==> config.mk <==
export PLATFORM = sky130hd
export DESIGN_NAME = ws2812_decoder
export DESIGN_NICKNAME = d
export VERILOG_FILES = /design/src/rtl/ws2812_decoder.sv
export SDC_FILE = /design/constraint.sdc
export NUM_CORES = 1
export LEC_CHECK = 0
export BUFFER_PORTS_ARGS = -buffer_cell sky130_fd_sc_hd__buf_2
export CORE_ASPECT_RATIO = 1.4
export CORE_MARGIN = 1.5
export CORE_UTILIZATION = 34
export DETAILED_ROUTE_END_ITERATION = 12
export GPL_TIMING_DRIVEN = 0
export PLACE_DENSITY = 0.51
export SLEW_MARGIN = 20
export SYNTH_ARGS = -nofsm -noshare
export SYNTH_HDL_FRONTEND = slang
export SYNTH_SLANG_ARGS = --single-unit
==> constraint.sdc <==
create_clock -name clk -period 4.3 [get_ports clk]
set_clock_uncertainty 0.15 [all_clocks]
set_input_delay 1.29 -clock clk [delete_from_list [all_inputs] [get_ports clk]]
set_output_delay 1.29 -clock clk [all_outputs]
set_load 0.005 [all_outputs]
==> src/rtl/ws2812_decoder.sv <==
// WS2812B-style single-wire receiver: classifies high pulses by width, assembles
// 24-bit words LSB-first, and reports words, frame ends (long lows) and protocol errors.
module ws2812_decoder #(
  parameter int BIT_THRESH = 25,
  parameter int MIN_HIGH   = 8,
  parameter int MAX_HIGH   = 60,
  parameter int MAX_LOW    = 100,
  parameter int RESET_LOW  = 1000,
  parameter int SYNC_LOW   = 32
) (
  input  logic        clk,
  input  logic        reset,
  input  logic        datastream,
  output logic [23:0] data,
  output logic        valid,
  output logic        frame_end,
  output logic        err,
  output logic [8:0]  word_count
);

  localparam logic [10:0] BIT_THRESH_W = 11'(BIT_THRESH);
  localparam logic [10:0] MIN_HIGH_W   = 11'(MIN_HIGH);
  localparam logic [10:0] MAX_HIGH_W   = 11'(MAX_HIGH);
  localparam logic [10:0] MAX_LOW_W    = 11'(MAX_LOW);
  localparam logic [10:0] RESET_LOW_W  = 11'(RESET_LOW);
  localparam logic [10:0] SYNC_LOW_W   = 11'(SYNC_LOW);

  typedef enum logic [1:0] {SYNC, IDLE, HIGH, LOW} state_t;

  state_t      state, state_next;
  logic        sync_ff, s;
  logic [10:0] hcnt, hcnt_next, hcnt_inc;
  logic [10:0] lcnt, lcnt_next, lcnt_inc;
  logic [4:0]  bitcnt, bitcnt_next;
  logic [23:0] shreg, shreg_next, data_next;
  logic        valid_next, frame_end_next, err_next;
  logic [8:0]  word_count_next;

  assign hcnt_inc = (hcnt == 11'h7ff) ? hcnt : hcnt + 11'd1;
  assign lcnt_inc = (lcnt == 11'h7ff) ? lcnt : lcnt + 11'd1;

  always_ff @(posedge clk) begin
    if (reset) begin
      sync_ff    <= 1'b0;
      s          <= 1'b0;
      state      <= SYNC;
      hcnt       <= '0;
      lcnt       <= '0;
      bitcnt     <= '0;
      shreg      <= '0;
      data       <= '0;
      valid      <= 1'b0;
      frame_end  <= 1'b0;
      err        <= 1'b0;
      word_count <= '0;
    end else begin
      sync_ff    <= datastream;
      s          <= sync_ff;
      state      <= state_next;
      hcnt       <= hcnt_next;
      lcnt       <= lcnt_next;
      bitcnt     <= bitcnt_next;
      shreg      <= shreg_next;
      data       <= data_next;
      valid      <= valid_next;
      frame_end  <= frame_end_next;
      err        <= err_next;
      word_count <= word_count_next;
    end
  end

  // lcnt doubles as the SYNC low-run counter; the count clears the cycle after frame_end.
  always_comb begin
    state_next      = state;
    hcnt_next       = hcnt;
    lcnt_next       = lcnt;
    bitcnt_next     = bitcnt;
    shreg_next      = shreg;
    data_next       = data;
    valid_next      = 1'b0;
    frame_end_next  = 1'b0;
    err_next        = 1'b0;
    word_count_next = frame_end ? 9'd0 : word_count;

    case (state)
      SYNC: begin
        if (s) begin
          lcnt_next = '0;
        end else begin
          lcnt_next = lcnt_inc;
          if (lcnt_inc >= SYNC_LOW_W) begin
            state_next  = IDLE;
            bitcnt_next = '0;
          end
        end
      end

      IDLE: begin
        if (s) begin
          state_next = HIGH;
          hcnt_next  = 11'd1;
        end
      end

      HIGH: begin
        if (s) begin
          hcnt_next = hcnt_inc;
        end else if (hcnt < MIN_HIGH_W || hcnt > MAX_HIGH_W) begin
          err_next    = 1'b1;
          state_next  = SYNC;
          lcnt_next   = 11'd1;
          bitcnt_next = '0;
        end else begin
          shreg_next[bitcnt] = (hcnt >= BIT_THRESH_W);
          if (bitcnt == 5'd23) begin
            data_next       = shreg_next;
            valid_next      = 1'b1;
            word_count_next = (word_count == 9'h1ff) ? word_count : word_count + 9'd1;
            bitcnt_next     = '0;
          end else begin
            bitcnt_next = bitcnt + 5'd1;
          end
          state_next = LOW;
          lcnt_next  = 11'd1;
        end
      end

      LOW: begin
        if (s) begin
          if (bitcnt != 5'd0 && lcnt > MAX_LOW_W) begin
            err_next    = 1'b1;
            state_next  = SYNC;
            lcnt_next   = '0;
            bitcnt_next = '0;
          end else begin
            state_next = HIGH;
            hcnt_next  = 11'd1;
          end
        end else begin
          lcnt_next = lcnt_inc;
          if (lcnt_inc >= RESET_LOW_W) begin
            frame_end_next = 1'b1;
            err_next       = (bitcnt != 5'd0);
            bitcnt_next    = '0;
            state_next     = IDLE;
          end
        end
      end

      default: state_next = SYNC;
    endcase
  end

endmodule
==> results <==
- The clock sink count is 90.
- Measured in cells, the most critical reg-to-reg path has a length of 8.
- The pin count of the biggest net entering global routing is 17.
- TritonCTS built the clock tree.
- The initial utilization of the core area, before any placement, comes to 0.3494.
- The post-synthesis cell count is 592.
- The path class of the tightest hold or removal check is reg2reg.
- Across every metal layer, demand over resource in global routing totals 0.1868.
- The number of fillers in the final layout is 1454.
- The routed design has between 10 and 15 mm of wire.
- Derived from the worst setup path, the maximum achievable clock frequency is 0.3695 GHz.
- The final worst-path cycle share is 0.6293.
- The number of antenna violations at the first check in global routing came to 0.
- Among all cell types in the netlist, the one instantiated most often is sky130_fd_sc_hd__nor2_1.
- 0 antenna diodes ended up in the layout.
- The highest cell delay on the worst timing path is between 0.5 and 0.6 ns.
- The floorplan die width is a little over 100 um.
- The most used flip-flop cell after synthesis is sky130_fd_sc_hd__dfxtp_1.
- The number of rows created at floorplan is 50.
- The hold-fix buffer count after cts is 0.
- At the worst endpoint, the required time is ~4.4 ns.
- After detailed placement, the design holds a cell count of a little over 800.
- The number of max-slew violations in the final report came to 0.
- After synthesis the cells add up to about 0.0047 mm2.
- After synthesis, the cell types taking the most area are sky130_fd_sc_hd__dfxtp_1, sky130_fd_sc_hd__nor2_1, sky130_fd_sc_hd__a21oi_1, sky130_fd_sc_hd__mux2i_1, sky130_fd_sc_hd__nand2_1.
- The detailed router finished its first iteration with 156 violations.
- The sequential cells in the finished layout cover a total of ~0.0018 mm2.
- The number of buffers on the longest clock path is 2.
- The maximum fanout encountered on the critical timing path is 10.
- After clock tree synthesis, the clock-pin slew on the worst setup and hold paths is 0.07 ns.
- The Yosys step of the flow raised 0 warnings.
- The floorplan step defined a die boundary enclosing around 0.014 mm2.
- Synthesis inferred 90 register bits.
- The post-route DRC violation count is 0.
- The count of flip-flops with a built-in enable after synthesis is 0.
- The TritonCTS buffer count is 9.
- In this run the worst setup path begins at hcnt[3].
- The transition at the pin with the smallest max-transition slack is slightly below 0.8 ns.
- The synthesized area per cell is just under 8 um2.
- The per-cell routed wire length is about 16 um.
- After synthesis, the share of flip-flops with an asynchronous set or reset is 0.
- For the worst setup path, the data arrival time is 2.78 ns.
- The setup TNS is 0 ns.
- After clock tree synthesis, the repair step resized 0 gates.
- The half-perimeter wire length after detailed placement is approximately 9.4 mm.
- The count of nets after finishing is 654.
- The cell depth of the worst setup path is 8.
- Traced cell by cell, the critical path runs through nand4_1 -> o211ai_2 -> or2_1 -> clkbuf_1 -> clkbuf_1 -> nor2_1 -> a21oi_1 -> nor2_1.
- Synthesis instantiated just over 70 different standard cells from the library.
- The sum of internal, switching and leakage power is about 1700 uW.
- The number of cells in the finished layout apart from fillers is around 830.
- For this block, the via count after detailed routing is roughly 4300.
- The time the final worst path needs with I/O delays and setup is about 2.7 ns.
- The family of cells with the greatest summed delay on the critical path is buffers and inverters.
- Setup repair after global routing left no endpoint under its margin.
- For this run, the register share of the synthesized area comes to 0.3851.
- The average vias per placed instance is around 5.2.
- Counting both buffers and inverters, the worst setup path holds a total of 2.
- The number of hold-slack violations in the final timing report was 0.
- The areal power density over the cells is 312.5 mW/mm2.
- The leakage power is roughly 0.0021 uW.
- The remaining number of nets flagged by the antenna check after routing is 0.
- Of the post-synthesis cell area, the dominant cell type holds 0.3851.
- The final-report setup violation count is 0.
- The first detailed-routing pass took 4 iterations.
- The die is between 100 and 150 um tall.
- The critical path ends at shreg[20].
- Of all cell types, the one taking the most synthesized area is sky130_fd_sc_hd__dfxtp_1.
- During placement, the flow inserted port buffers numbering 38.
- IR analysis of the VDD net gives a maximum drop of 0.0001736 V.
- The nature of the critical path endpoint is a flip-flop.
- The area growth from synthesis to layout is 15.49%.
- The worst register-to-register path ends at shreg[20].
- Once the clock tree was built, the setup fixing pass inserted 0 buffers.
- The number of max-capacitance violations reported is 0.
- The nature of the critical path startpoint is a flip-flop.
- The root buffer cell chosen for the clock tree is sky130_fd_sc_hd__clkbuf_16.
- The total nets after synthesis is a little over 600.
- The worst slew slack as a fraction of its limit is 0.4865.
- After global routing the overflow that remains totals 0.
- The area inside the core boundary is between 0.01 and 0.015 mm2.
- The placer's final routability congestion estimate is approximately 0.86.
- The first global-routing pass estimated 21.11 mm of wire.
- The slowest library cell on the worst path is sky130_fd_sc_hd__clkbuf_1.
- The worst register-to-register path begins at hcnt[3].
- The number of global-route vias before repair came to about 4100.
- Across all hold checks on the routed design, the worst slack comes to ~0.30 ns.
- The worst setup slack for register-to-register paths is about 1.6 ns.
- In the final layout, the share of cells above drive strength 1 is 0.1424.
- In the final layout, the multi-input gates occupy ~0.0027 mm2.
- The critical path class is reg2reg.
- The latest clock arrival within the worst-skew pair is ~0.34 ns.
- The H-tree depth reported by CTS is 3.
- The run finished with clean final reports.
- 39 I/O pins were placed.
- In the synthesized netlist, the cells that appear most often are sky130_fd_sc_hd__nor2_1, sky130_fd_sc_hd__dfxtp_1, sky130_fd_sc_hd__a21oi_1.
## worst min path at each step
| stage | endpoint | start | slack, ns | depth (start not counted) |
|---|---|---|---|---|
| finish | s | sync_ff | 0.30 | 1 |
| global route | s | sync_ff | 0.34 | 1 |
| detailed placement | s | sync_ff | 0.28 | 1 |
| floorplan | s | sync_ff | 0.26 | 1 |
| CTS | s | sync_ff | 0.31 | 1 |
| global placement | s | sync_ff | 0.29 | 1 |
## logic make-up (layout without fill, tap and decap cells)
family	after synthesis	in the layout	share of synthesized area
AO/OA/AOI/OAI	130	130	0.1819
flip-flops	90	90	0.3851
buffers and inverters	46	100	0.04279
XOR/XNOR	10	10	0.01872
AND/OR/NAND/NOR	283	283	0.2955
adder cells (fa/ha/maj)	11	11	0.02888
multiplexers	22	22	0.04707
## area by class of cell
cell class / count / area share
Multi-Input combinational cell: 456 / 0.4963
Sequential cell: 90 / 0.3335
Clock inverter: 7 / 0.01413
Tap cell: 182 / 0.04215
Timing Repair Buffer: 38 / 0.03520
Clock buffer: 9 / 0.04169
Buffer: 39 / 0.03219
Inverter: 7 / 0.004863
## registers in the layout, indices dropped and copies added (netlist names)
name,cells
bitcnt,5
frame_end,1
lcnt,11
s,1
err,1
sync_ff,1
hcnt,11
shreg,23
state,2
valid,1
data,24
word_count,9
## layer usage
layer	vias up	track usage	routed length (um)
met5	-	0	0
met4	0	0.06489	225
met3	17	0.02759	432
met2	88	0.3391	6858
met1	2027	0.2193	5434
li1	2193	-	-
## layout by cell type (no fill, tap or decap), types with 6 or more instances in the layout
cell type                   count
sky130_fd_sc_hd__buf_2         45
sky130_fd_sc_hd__dfxtp_1       90
sky130_fd_sc_hd__clkbuf_16      9
sky130_fd_sc_hd__nor3_1        18
sky130_fd_sc_hd__and3_1        10
sky130_fd_sc_hd__clkbuf_1      28
sky130_fd_sc_hd__ha_1          10
sky130_fd_sc_hd__nand4_1        9
sky130_fd_sc_hd__a31oi_1        9
sky130_fd_sc_hd__a21oi_1       61
sky130_fd_sc_hd__xor2_1         9
sky130_fd_sc_hd__o21ai_0       10
sky130_fd_sc_hd__nor2_1       138
sky130_fd_sc_hd__nand2_1       45
sky130_fd_sc_hd__and2_1         6
sky130_fd_sc_hd__mux2i_1       22
sky130_fd_sc_hd__nand2b_1       6
sky130_fd_sc_hd__o211ai_1       6
sky130_fd_sc_hd__nand3_1       15
sky130_fd_sc_hd__inv_1          6
## stage by stage
stage	area, um2	util	worst slack (ns)
detailed placement	5096	0.3807	1.447
floorplan	4678	-	2.070
global placement	5096	0.3807	1.437
finish	5403	0.4036	1.594
global route	5403	0.4036	1.369
CTS	5398	0.4032	1.603
## where the power goes
part,switching [uW],internal (uW),total [uW]
combinational,32.5,11.5,44.0
sequential,4.85,836,841
clock,349,455,803
total,386,1300,1690
Power figures use the tool's default switching activity.
